**src/rtl/regfile_ctrl_pkg.sv**
```systemverilog
// Shared constants and types for the register-file writeback scheduler.
// Imported by the arbiter and the top-level scheduler.
package regfile_ctrl_pkg;

   localparam int NREG = 64;
   localparam int AW   = 6;
   localparam int DW   = 32;

   typedef enum logic {
      REQ_ALU = 1'b0,
      REQ_MEM = 1'b1
   } req_e;

   typedef struct packed {
      logic [AW-1:0] rd;
      logic [DW-1:0] val;
   } wb_req_t;

endpackage

```
**src/rtl/rr_arbiter2.sv**
```systemverilog
// Two-way round-robin arbiter: a lone requester always wins, a contended
// cycle goes to the pointer, and the pointer flips away from every winner.
module rr_arbiter2
   import regfile_ctrl_pkg::*;
(
   input  logic       clk,
   input  logic       rst,
   input  logic [1:0] req,
   output logic [1:0] gnt
);

   req_e ptr;

   always_comb begin
      gnt = 2'b00;
      if (!rst) begin
         if (req[0] && req[1]) begin
            gnt = (ptr == REQ_ALU) ? 2'b01 : 2'b10;
         end else begin
            gnt = req;
         end
      end
   end

   always_ff @(posedge clk) begin
      if (rst) begin
         ptr <= REQ_ALU;
      end else if (gnt[0]) begin
         ptr <= REQ_MEM;
      end else if (gnt[1]) begin
         ptr <= REQ_ALU;
      end
   end

endmodule

```
**src/rtl/regfile_wb_scheduler.sv**
```systemverilog
// Writeback scheduler for the single-write-port register file: arbitrates the
// ALU and load paths, registers the write, and stalls issue on pending registers.
module regfile_wb_scheduler
   import regfile_ctrl_pkg::*;
(
   input  logic          in_clk,
   input  logic          in_rst,
   input  logic          in_issue_valid,
   input  logic          in_issue_wr,
   input  logic [AW-1:0] in_issue_rs,
   input  logic [AW-1:0] in_issue_rt,
   input  logic [AW-1:0] in_issue_rd,
   output logic          out_issue_stall,
   input  logic          in_alu_valid,
   input  logic [AW-1:0] in_alu_rd,
   input  logic [DW-1:0] in_alu_val,
   output logic          out_alu_ready,
   input  logic          in_mem_valid,
   input  logic [AW-1:0] in_mem_rd,
   input  logic [DW-1:0] in_mem_val,
   output logic          out_mem_ready,
   output logic          out_ctrl_regwrt,
   output logic [AW-1:0] out_rd,
   output logic [DW-1:0] out_rdval,
   output logic          out_wb_err
);

   logic [NREG-1:0] pending;
   logic [NREG-1:0] pending_vis;
   logic [NREG-1:0] pending_nxt;
   logic [1:0]      gnt;
   logic            hs;
   logic            accept;
   wb_req_t         alu_req;
   wb_req_t         mem_req;
   wb_req_t         win_req;

   logic            wb_wrt_p1;
   logic [AW-1:0]   wb_rd_p1;
   logic [DW-1:0]   wb_val_p1;
   logic            wb_err;

   rr_arbiter2 u_arb (
      .clk (in_clk),
      .rst (in_rst),
      .req ({in_mem_valid, in_alu_valid}),
      .gnt (gnt)
   );

   assign alu_req       = '{rd: in_alu_rd, val: in_alu_val};
   assign mem_req       = '{rd: in_mem_rd, val: in_mem_val};
   assign out_alu_ready = gnt[0];
   assign out_mem_ready = gnt[1];
   assign hs            = gnt[0] | gnt[1];
   assign win_req       = gnt[1] ? mem_req : alu_req;

   // During reset the scoreboard is treated as already cleared.
   assign pending_vis     = in_rst ? '0 : pending;
   assign out_issue_stall = in_issue_valid &
                            (pending_vis[in_issue_rs] | pending_vis[in_issue_rt] |
                             (in_issue_wr & pending_vis[in_issue_rd]));
   assign accept          = in_issue_valid & ~out_issue_stall;

   // Set is applied after clear so it wins on a same-bit collision.
   always_comb begin
      pending_nxt = pending;
      if (hs) begin
         pending_nxt[win_req.rd] = 1'b0;
      end
      if (accept && in_issue_wr) begin
         pending_nxt[in_issue_rd] = 1'b1;
      end
   end

   // Stage p1: registered register-file write port and scoreboard.
   always_ff @(posedge in_clk) begin
      if (in_rst) begin
         pending   <= '0;
         wb_wrt_p1 <= 1'b0;
         wb_rd_p1  <= '0;
         wb_val_p1 <= '0;
         wb_err    <= 1'b0;
      end else begin
         pending   <= pending_nxt;
         wb_wrt_p1 <= hs;
         if (hs) begin
            wb_rd_p1  <= win_req.rd;
            wb_val_p1 <= win_req.val;
            if (!pending[win_req.rd]) begin
               wb_err <= 1'b1;
            end
         end
      end
   end

   assign out_ctrl_regwrt = wb_wrt_p1;
   assign out_rd          = wb_rd_p1;
   assign out_rdval       = wb_val_p1;
   assign out_wb_err      = wb_err;

endmodule
```
**config.mk**
```make
export PLATFORM = sky130hd
export DESIGN_NAME = regfile_wb_scheduler
export DESIGN_NICKNAME = d
export VERILOG_FILES = /design/src/rtl/regfile_ctrl_pkg.sv /design/src/rtl/rr_arbiter2.sv /design/src/rtl/regfile_wb_scheduler.sv
export SDC_FILE = /design/constraint.sdc
export NUM_CORES = 1
export LEC_CHECK = 0
export ABC_AREA = 1
export BUFFER_PORTS_ARGS = -buffer_cell sky130_fd_sc_hd__buf_2
export CAP_MARGIN = 30
export CORE_MARGIN = 5
export CORE_UTILIZATION = 57
export CTS_CLUSTER_DIAMETER = 40
export CTS_CLUSTER_SIZE = 28
export DETAILED_ROUTE_END_ITERATION = 8
export GPL_TIMING_DRIVEN = 0
export HOLD_SLACK_MARGIN = 0.03
export PLACE_DENSITY = 0.82
export SKIP_LAST_GASP = 1
export SLEW_MARGIN = 20
export SYNTH_ARGS = -nofsm -noshare
export SYNTH_HDL_FRONTEND = slang
export SYNTH_SLANG_ARGS = --single-unit
export TNS_END_PERCENT = 100
```
**constraint.sdc**
```tcl
create_clock -name in_clk -period 3.5 [get_ports in_clk]
set_clock_uncertainty 0.2 [all_clocks]
set_input_delay 0.7 -clock in_clk [delete_from_list [all_inputs] [get_ports in_clk]]
set_output_delay 0.7 -clock in_clk [all_outputs]
set_load 0.1 [all_outputs]
```
==> results.json <==
{
  "status": "complete, but fails checks",
  "violations": "negative setup slack",
  "ant_nets": 0,
  "crit_family": "buffers and inverters",
  "layout_common_cells": "nand2_1, nand3_1, nor2_1",
  "cp-startpoint": "in_issue_rs[1]",
  "place.gp.congestion": 1.11,
  "first_global_vias": 9470,
  "io_pins": 143,
  "r2r_start": "u_arb.ptr$_SDFFE_PP0N_",
  "layout_commonest_cell": "nand2_1",
  "fin_crit_sh": 1.02,
  "cts.sinks": 105,
  "drv_slew": 0,
  "cts-root-buf": "clkbuf_16",
  "slew_headroom": 0.554,
  "finalHoldViolations": 0,
  "grt_overflow": 0,
  "drt-initial-drc-count": 1601,
  "clock_path_buffers": 2,
  "port-buffer-count": 134,
  "start_kind": "primary input",
  "cts_tree": "yes",
  "htree_levels": 3,
  "wl_um": 33000,
  "die_h_um": 127,
  "irDropWorstVdd_mv": 0.340,
  "synth_warnings": 0,
  "ys_seq_area_frac": 0.271,
  "diodes": 0,
  "cap_violations": 0,
  "drt_pass1_iterations": 7,
  "syn_to_final_growth_pct": 21.3,
  "p_sw_uw": 1380,
  "initial_core_util": 0.583,
  "routedWlPerCell_um": 19.2,
  "setup_ws_ps": -56.2,
  "critPathKind": "in2out",
  "layout-drive-gt1-share": 0.185,
  "syn_inst": 1391,
  "cp.arrival_ps": 2660,
  "final_util": 0.708,
  "path_cells": "clkbuf_2 -> inv_2 -> buf_2 -> o211ai_1 -> nand3_1 -> nand3_1 -> nand3_1 -> nand3_1 -> nand2_1 -> nand2_2 -> nor2_4 -> nor2_4 -> buf_12",
  "synth_area_um2": 7750,
  "power_density_nw_per_um2": 360,
  "rows": 42,
  "detailed_place_hpwl_um": 24700,
  "clk_pin_slew_ps": 80,
  "rsz0062_at_grt": "true",
  "core-area_um2": 13300,
  "required_ps": 2600,
  "intPower_uw": 2010,
  "max_stage_delay_ps": 310,
  "via_per_inst": 6.04,
  "p_sw_frac": 0.407,
  "fmax_mhz": 281,
  "track_usage": 0.395,
  "crit_buf_inv": 4,
  "grt_max_degree": 20,
  "fp.dieW_um": 127,
  "vias": 10400,
  "clk_latency_ps": 370,
  "cts_buffers": 9,
  "slowest_stage": "buf_2",
  "cpMostUsedCell": "nand3_1",
  "grt_pass1_wl_um": 50200,
  "synth_cell_types": 26,
  "hold_path_class": "reg2reg",
  "fin_crit_ps": 3560,
  "crit_path_end_kind": "primary output",
  "worstPathMaxFanout": 10,
  "design.die.area_um2": 16000,
  "syn_avg_cell_area_um2": 5.58,
  "setup_viol": 1,
  "p_clk_frac": 0.307,
  "placed_area_um2": 8670,
  "finish.net_count": 1639,
  "pwr-share-seq": 0.373,
  "tightest_slew_ps": 667,
  "final_area_um2": 9410,
  "p_leak_uw": 0.00457,
  "antenna_found_initial": 0,
  "syn_nets": 1491,
  "min_from": "out_wb_err$_SDFFE_PP0P_",
  "combinationalPowerShare": 0.319,
  "drc_errors": 0,
  "synth-seq-cells": 105,
  "r2r_slack_ps": 600
}
-- area by class of cell --
class                      instances  area [µm²]
fill                            1226        3890
buffer                            75         437
timing repair buffer             139         756
clock buffer                      10         239
multi-input combinational       1060        5030
inverter                         149         564
clock inverter                     6        57.6
tap                              176         220
sequential                       105        2100
-- kinds of logic (layout without fill, tap and decap cells) --
kind of cell	Yosys count	after routing	synth area share
AND/OR/NAND/NOR	843	843	0.446
buffers and inverters	226	379	0.121
AO/OA/AOI/OAI	217	217	0.162
flip-flops	105	105	0.271
-- power by group through the flow --
stage / logic [µW] / clock network, µW / registers, µW
6_report: 1080 / 1040 / 1260
5_1_grt: 1130 / 1090 / 1270
4_1_cts: 1020 / 1030 / 1260
3_5_place_dp: 996 / 0 / 1290
3_3_place_gp: 988 / 0 / 1290
2_1_floorplan: 415 / 0 / 1600
-- routing by layer --
| layer | vias up | routed length (µm) | GRT usage |
|---|---|---|---|
| met5 | - | 0 | 0 |
| met4 | 0 | 2110 | 0.201 |
| met3 | 171 | 4880 | 0.113 |
| met2 | 782 | 13900 | 0.584 |
| met1 | 4654 | 12100 | 0.525 |
| li1 | 4778 | - | - |
-- flip-flops by register name, indices dropped and copies added (netlist names) --
name             flops
out_rdval           32
out_wb_err           1
out_ctrl_regwrt      1
u_arb.ptr            1
out_rd               6
pending             64
-- worst reg2reg max path, cell delays in order, from the launching register on --
cell,delay [ps]
dfxtp_1,390
inv_1,80
nand2_1,120
nand2_2,160
o21ai_1,240
inv_2,150
clkbuf_1,310
nor2_1,350
nand3_1,420
o21ai_0,300
nand2_1,70
-- per-stage QoR --
| step | hold slack [ps] | setup WS (ps) | instances | TNS (ps) | total power, µW |
|---|---|---|---|---|---|
| 2_1_floorplan | 292 | 81.5 | 1391 | 0 | 2020 |
| 3_3_place_gp | 235 | -485 | 1701 | -485 | 2280 |
| 3_5_place_dp | 248 | -480 | 1701 | -480 | 2290 |
| 4_1_cts | 259 | 2.00 | 1717 | 0 | 3310 |
| 5_1_grt | 288 | -51.8 | 1720 | -151 | 3490 |
| 6_report | 261 | -56.2 | 1720 | -56.2 | 3380 |
-- cells in the mapped netlist --
library cell  instances  area, µm²
o22ai_1              14       87.6
nand2_2               3       18.8
inv_2                 5       18.8
clkbuf_1             33        124
a21boi_0              1       7.51
buf_2                28        140
o211ai_1             51        383
nor3_2                1       10.0
o21ai_0             132        661
or2_2                 1       6.26
buf_1                 9       33.8
nand3_1             196        981
dfxtp_1             105       2100
nor3_1               12       60.1
nand3b_1              1       7.51
nand2_1             414       1550
a211oi_1              1       7.51
nor2_4                1       11.3
nor2_2                3       18.8
a21oi_1               7       35.0
inv_1               144        541
o21ai_1               4       20.0
o21bai_1              4       30.0
buf_6                 7       78.8
nor2_1              211        792
o21ai_2               3       26.3
-- path summary, 6_finish.rpt --
kind                            cells past startpoint                      end
worst max-delay path                               13          out_issue_stall
worst min-delay path                                2  out_wb_err$_SDFFE_PP0P_
worst max register to register                     10    pending[8]$_SDFF_PP0_
worst min register to register                      2  out_wb_err$_SDFFE_PP0P_
-- what timing repair did --
action,in CTS,in global routing
gates resized for setup,68,81
endpoints found under the setup margin,1,1
pin swaps,0,6
setup buffers,0,5
hold endpoints to repair,0,0
hold buffers,0,0
(Power assumes the default switching activity.)
